File: src/rtl/seg_scan_mux_pkg.sv
// Shared definitions for the 7-segment scan driver: segment bit order and
// the active-high hex font patterns.
package seg_scan_mux_pkg;

  // Segment vector order, MSB first: {g,f,e,d,c,b,a}; a lit segment is 1.
  typedef struct packed {
    logic g;
    logic f;
    logic e;
    logic d;
    logic c;
    logic b;
    logic a;
  } seg_t;

  localparam seg_t SEG_0     = 7'h3F;
  localparam seg_t SEG_1     = 7'h06;
  localparam seg_t SEG_2     = 7'h5B;
  localparam seg_t SEG_3     = 7'h4F;
  localparam seg_t SEG_4     = 7'h66;
  localparam seg_t SEG_5     = 7'h6D;
  localparam seg_t SEG_6     = 7'h7D;
  localparam seg_t SEG_7     = 7'h07;
  localparam seg_t SEG_8     = 7'h7F;
  localparam seg_t SEG_9     = 7'h6F;
  localparam seg_t SEG_A     = 7'h77;
  localparam seg_t SEG_B     = 7'h7C;
  localparam seg_t SEG_C     = 7'h39;
  localparam seg_t SEG_D     = 7'h5E;
  localparam seg_t SEG_E     = 7'h79;
  localparam seg_t SEG_F     = 7'h71;
  localparam seg_t SEG_BLANK = 7'h00;

endpackage

File: src/rtl/seg_scan_mux_font.sv
// Combinational hex nibble to 7-segment pattern, always active-high;
// the scan driver applies board polarity afterwards.
module hex_to_7seg_font
  import seg_scan_mux_pkg::*;
(
  input  logic [3:0] i_nibble,
  output seg_t       o_seg
);

  always_comb begin
    o_seg = SEG_BLANK;
    case (i_nibble)
      4'h0: o_seg = SEG_0;
      4'h1: o_seg = SEG_1;
      4'h2: o_seg = SEG_2;
      4'h3: o_seg = SEG_3;
      4'h4: o_seg = SEG_4;
      4'h5: o_seg = SEG_5;
      4'h6: o_seg = SEG_6;
      4'h7: o_seg = SEG_7;
      4'h8: o_seg = SEG_8;
      4'h9: o_seg = SEG_9;
      4'hA: o_seg = SEG_A;
      4'hB: o_seg = SEG_B;
      4'hC: o_seg = SEG_C;
      4'hD: o_seg = SEG_D;
      4'hE: o_seg = SEG_E;
      4'hF: o_seg = SEG_F;
    endcase
  end

endmodule

File: src/rtl/seg_scan_mux.sv
// Multi-digit 7-segment scan driver with per-frame input snapshot,
// leading-zero blanking and PWM brightness on the anodes.
module seg_scan_mux
  import seg_scan_mux_pkg::*;
#(
  parameter int NUM_DIGITS  = 8,
  parameter int BRIGHT_BITS = 4,
  parameter int ACTIVE_LOW  = 1
) (
  input  logic                    refresh_clk,
  input  logic                    reset,
  input  logic [4*NUM_DIGITS-1:0] i_value,
  input  logic [NUM_DIGITS-1:0]   i_dp_in,
  input  logic [NUM_DIGITS-1:0]   i_digit_en,
  input  logic                    i_lzb_en,
  input  logic [BRIGHT_BITS-1:0]  i_brightness,
  output logic [NUM_DIGITS-1:0]   o_an,
  output logic [6:0]              o_seg,
  output logic                    o_dp,
  output logic                    o_frame_start
);

  localparam int                   DIG_W      = (NUM_DIGITS > 1) ? $clog2(NUM_DIGITS) : 1;
  localparam logic [BRIGHT_BITS-1:0] SLOT_MAX = '1;
  localparam logic [DIG_W-1:0]     LAST_DIGIT = DIG_W'(NUM_DIGITS - 1);
  localparam logic                 INACT      = (ACTIVE_LOW != 0);

  logic [BRIGHT_BITS-1:0]  r_slot;
  logic [DIG_W-1:0]        r_digit;
  logic [4*NUM_DIGITS-1:0] r_valueSh;
  logic [NUM_DIGITS-1:0]   r_dpSh;
  logic [NUM_DIGITS-1:0]   r_enSh;
  logic                    r_lzbSh;
  logic [BRIGHT_BITS-1:0]  r_brightSh;

  logic                    w_frameEnd;
  logic [NUM_DIGITS-1:0]   w_lzBlank;
  logic [3:0]              w_nibble;
  logic                    w_blank;
  logic                    w_dpReq;
  logic [NUM_DIGITS-1:0]   w_anHot;
  seg_t                    w_font;
  logic [6:0]              w_segHi;

  assign w_frameEnd = (r_digit == LAST_DIGIT) && (r_slot == SLOT_MAX);

  // The digit counter wraps explicitly so non-power-of-two digit counts never
  // reach an unused index.
  always_ff @(posedge refresh_clk or posedge reset) begin
    if (reset) begin
      r_slot  <= '0;
      r_digit <= '0;
    end else begin
      r_slot <= r_slot + 1'b1;
      if (r_slot == SLOT_MAX)
        r_digit <= (r_digit == LAST_DIGIT) ? '0 : r_digit + 1'b1;
    end
  end

  always_ff @(posedge refresh_clk or posedge reset) begin
    if (reset) begin
      r_valueSh  <= '0;
      r_dpSh     <= '0;
      r_enSh     <= '0;
      r_lzbSh    <= 1'b0;
      r_brightSh <= '0;
    end else if (w_frameEnd) begin
      r_valueSh  <= i_value;
      r_dpSh     <= i_dp_in;
      r_enSh     <= i_digit_en;
      r_lzbSh    <= i_lzb_en;
      r_brightSh <= i_brightness;
    end
  end

  // Scan from the most significant digit; a digit is a leading zero until
  // the first non-zero nibble is seen. Digit 0 always shows.
  always_comb begin
    logic seen;
    seen      = 1'b0;
    w_lzBlank = '0;
    for (int i = NUM_DIGITS - 1; i >= 0; i--) begin
      if (r_valueSh[4*i +: 4] != 4'h0)
        seen = 1'b1;
      w_lzBlank[i] = r_lzbSh && !seen && (i != 0);
    end
  end

  always_comb begin
    w_nibble = 4'h0;
    w_blank  = 1'b1;
    w_dpReq  = 1'b0;
    w_anHot  = '0;
    for (int i = 0; i < NUM_DIGITS; i++) begin
      if (r_digit == DIG_W'(i)) begin
        w_nibble   = r_valueSh[4*i +: 4];
        w_blank    = !r_enSh[i] || w_lzBlank[i];
        w_dpReq    = r_dpSh[i];
        w_anHot[i] = (r_slot < r_brightSh);
      end
    end
  end

  hex_to_7seg_font u_font (
    .i_nibble (w_nibble),
    .o_seg    (w_font)
  );

  assign w_segHi = w_blank ? SEG_BLANK : w_font;

  always_ff @(posedge refresh_clk or posedge reset) begin
    if (reset) begin
      o_an          <= {NUM_DIGITS{INACT}};
      o_seg         <= {7{INACT}};
      o_dp          <= INACT;
      o_frame_start <= 1'b0;
    end else begin
      o_an          <= w_anHot ^ {NUM_DIGITS{INACT}};
      o_seg         <= w_segHi ^ {7{INACT}};
      o_dp          <= (w_dpReq && !w_blank) ^ INACT;
      o_frame_start <= (r_digit == '0) && (r_slot == '0);
    end
  end

endmodule

File: config.mk
export PLATFORM = sky130hd
export DESIGN_NAME = seg_scan_mux
export DESIGN_NICKNAME = d
export VERILOG_FILES = /design/src/rtl/seg_scan_mux_pkg.sv /design/src/rtl/seg_scan_mux_font.sv /design/src/rtl/seg_scan_mux.sv
export SDC_FILE = /design/constraint.sdc
export NUM_CORES = 1
export LEC_CHECK = 0
export BUFFER_PORTS_ARGS = -buffer_cell sky130_fd_sc_hd__clkbuf_2
export CELL_PAD_IN_SITES_DETAIL_PLACEMENT = 1
export CELL_PAD_IN_SITES_GLOBAL_PLACEMENT = 1
export CORE_ASPECT_RATIO = 1.75
export CORE_MARGIN = 3
export CORE_UTILIZATION = 45
export CTS_BUF_LIST = sky130_fd_sc_hd__clkbuf_4
export CTS_CLUSTER_SIZE = 40
export DETAILED_ROUTE_END_ITERATION = 8
export PLACE_DENSITY_LB_ADDON = 0.3
export SETUP_SLACK_MARGIN = 0.15
export SYNTH_ARGS = -nofsm -noshare
export SYNTH_HDL_FRONTEND = slang
export SYNTH_SLANG_ARGS = --single-unit
File: constraint.sdc
create_clock -name refresh_clk -period 3.5 [get_ports refresh_clk]
set_clock_uncertainty 0.05 [all_clocks]
set_input_delay 0 -clock refresh_clk [delete_from_list [all_inputs] [get_ports refresh_clk]]
set_output_delay 0 -clock refresh_clk [all_outputs]
set_load 0.05 [all_outputs]
==> results.md <==
- Core Rows: 44
- FILL cells: 885
- Vias in the first global route: 3,417
- Synthesized cell area: between 0.003 and 0.004 mm²
- CP Capture Type: register
- Max clock buf depth: 2
- Pleak: 0.00227 µW
- Final worst slack: 568 ps
- Total Power: 1800 µW
- Synth top area share: 39.7%
- Status: completed
- Initial antenna violation count: 1
- CP arrival: ~3200 ps
- Number of enable flip-flop cells after synthesis: 0
- Setup-failing EPs final: 0
- CP Max Fanout: 6
- PwrDens: 356 mW/mm²
- Vias per Instance: 5.34
- Met2 Usage GRT: 45.2%
- Ratio of cells with drive above 1 in the final layout: 39.0%
- Die area: 0.00974 mm²
- Clock sink count: 77
- Hpwl dp: 7340 µm
- FF+latch count, synth: 77
- Total CTS buffers: 9
- Met3 Use GR: 5.81%
- CTS tree: done
- DP Worst Slack: 419 ps
- Vias: 3,089
- Routed length per placed instance: 19.0 µm
- Clock transition at path regs: 120 ps
- IO Count: ~70
- Slew headroom: 54.0%
- F_max: 341 MHz
- Total grt overflow: 0
- Syn Inst Count: 331
- Drt drc: 0
- Final ANT Viol Nets: 0
- Clock Tree Root: clkbuf_4
- Most Used Layer, Global Route: met2
- Gpl congestion: 0.871
- Die W: about 76 µm
- Skew-Pair Late Insertion Delay: between 400 and 500 ps
- Core area: 0.00831 mm²
- Layout Nets: 529
- Crit path launch type: register
- Final Hold Vio Count: 0
- H-tree depth: 3
- Req. time, crit path: 3770 ps
- Drt initial violations: 98
- Global Route Usage Sum: approximately 25%
- Setup Fix Bufs, Post-CTS: 0
- Worst Tran Pin Value: 689 ps
- Peak VDD IR: 0.334 mV
- Most frequent cells in the layout: 71 x clkbuf_2, 61 x dfrtp_1, 54 x mux2_2, 54 x dlygate4sd3_1, 26 x nand2_1
- Top_reg_cell synth: dfrtp_1
- Area Overhead vs Synth: 31.1%
- Crit path time final: 2930 ps
- Hold_ws: ~160 ps
- Leading area contributor after synthesis: dfrtp_1
- Top cells by area, synth: dfrtp_1 40%, mux2_2 16%, dfstp_2 11%
- Starting Density: 46.3%
- Syn_area_per_cell: 11.6 µm²
- Cell variety after synth: 55
- CP Class: register to register
- First-pass GRT wire length: 17,500 µm
- Final period util: 83.8%
- Register area share after synthesis: 50.6%
- Yosys warns: 0
- Synth async-reset ratio: 100%
- Largest net degree at the start of global routing: 46
- RSZ-0062 raised after global routing: false
- First-pass iteration count of the detailed router: 4
- Post-Route Setup TNS: 0 ps
- Most common cell after layout, fill and taps aside: clkbuf_2
- Hold Crit Class: input port to async pin
- Max cap viols: 0
- Die H: 128 µm
- Syn_nets: 403
- Number of port buffers: 71
- Slew Viols, Final: 0
- Grt met1 use: 25.7%
- Post-Route WL: 11,000 µm
[repair_timing]
item,in CTS,in global routing
hold buffers,54,0
setup endpoints to repair,0,1
hold endpoints to repair,83,0
resized for setup,0,4
[cells in the mapped netlist (2+ instances only)]
master	n
dfstp_2	16
nor4_1	3
clkbuf_1	8
xnor2_1	2
or4_1	2
inv_1	24
o211ai_1	3
nor2_1	6
buf_2	6
a211oi_1	2
nand3b_1	5
nand2_1	26
o22ai_1	6
o21ai_0	8
nand3_1	11
or2_2	4
nor3_1	2
a31oi_1	4
a221oi_1	6
and2_1	2
dfrtp_1	61
a21o_1	6
ha_1	17
nor2b_1	3
mux2_2	54
a21oi_1	15
[layer usage]
layer / vias to the layer above / part of all wire, %
met4: 0 / 3.0
met2: 77 / 59
met3: 23 / 3.7
met1: 1538 / 35
li1: 1451 / -
met5: - / 0
[critical path: stages (launching register included)]
cell	delay, ps
dfrtp_1	460
ha_1	240
ha_1	190
or2_2	320
a221oi_1	220
o22ai_1	150
a21oi_2	310
inv_1	140
ha_1	210
inv_1	120
a21oi_1	60
a211oi_1	220
o21ai_0	120
[power breakdown]
group | switching, µW | internal (µW) | leakage (µW)
sequential | 28.4 | 934 | 0.000883
combinational | 107 | 112 | 0.00131
clock | 317 | 296 | 0.0000803
total | 453 | 1340 | 0.00227
[sequential cells by signal, summed over array words and instances, names as in the netlist]
| signal | count |
|---|---|
| r_valueSh | 32 |
| o_an | 8 |
| r_dpSh | 8 |
| r_enSh | 8 |
| o_seg | 7 |
| r_brightSh | 4 |
| r_slot | 4 |
| r_digit | 3 |
| o_dp | 1 |
| o_frame_start | 1 |
| r_lzbSh | 1 |
[stage by stage]
stage / utilization (%) / area, µm² / cells
finish: 60.6 / 5040 / 578
global route: 60.6 / 5040 / 578
CTS: 60.5 / 5030 / 577
detailed placement: 52.0 / 4320 / 507
global placement: 52.0 / 4320 / 507
floorplan: - / 3850 / 331
[final timing paths]
path | startpoint | end | slack, ps | cells past startpoint
max | r_digit[0] | o_seg[3] | 570 | 12
min | reset | r_dpSh[1] | 160 | 3
max reg2reg | r_digit[0] | o_seg[3] | 570 | 12
min reg2reg | r_slot[0] | r_slot[0] | 460 | 1
max in group asynchronous | reset | o_an[7] | 2540 | 4
min in group refresh_clk | i_dp_in[0] | r_dpSh[0] | 280 | 3
[logic make-up (layout without fill, tap and decap cells)]
group,Yosys count,after routing,share of synthesized area [%]
simple gates,73,73,10.5
flops,77,77,50.6
other cells,0,1,0
xor+xnor,3,3,0.683
fa+ha+maj,17,17,5.53
compound gates,66,66,12.2
mux,55,55,16.1
buf+inv,40,171,4.39
[final cells by class]
cell class | count | area [µm²] | area share [%]
inverters | 24 | 90.1 | 1.79
well taps | 115 | 144 | 2.85
clock inverters | 6 | 87.6 | 1.74
diodes | 1 | 2.50 | 0.0496
flip-flops and latches | 77 | 1950 | 38.6
clock buffers | 10 | 75.1 | 1.49
multi-input cells | 214 | 1740 | 34.5
repair buffers | 131 | 953 | 18.9
(Power assumes the default switching activity.)
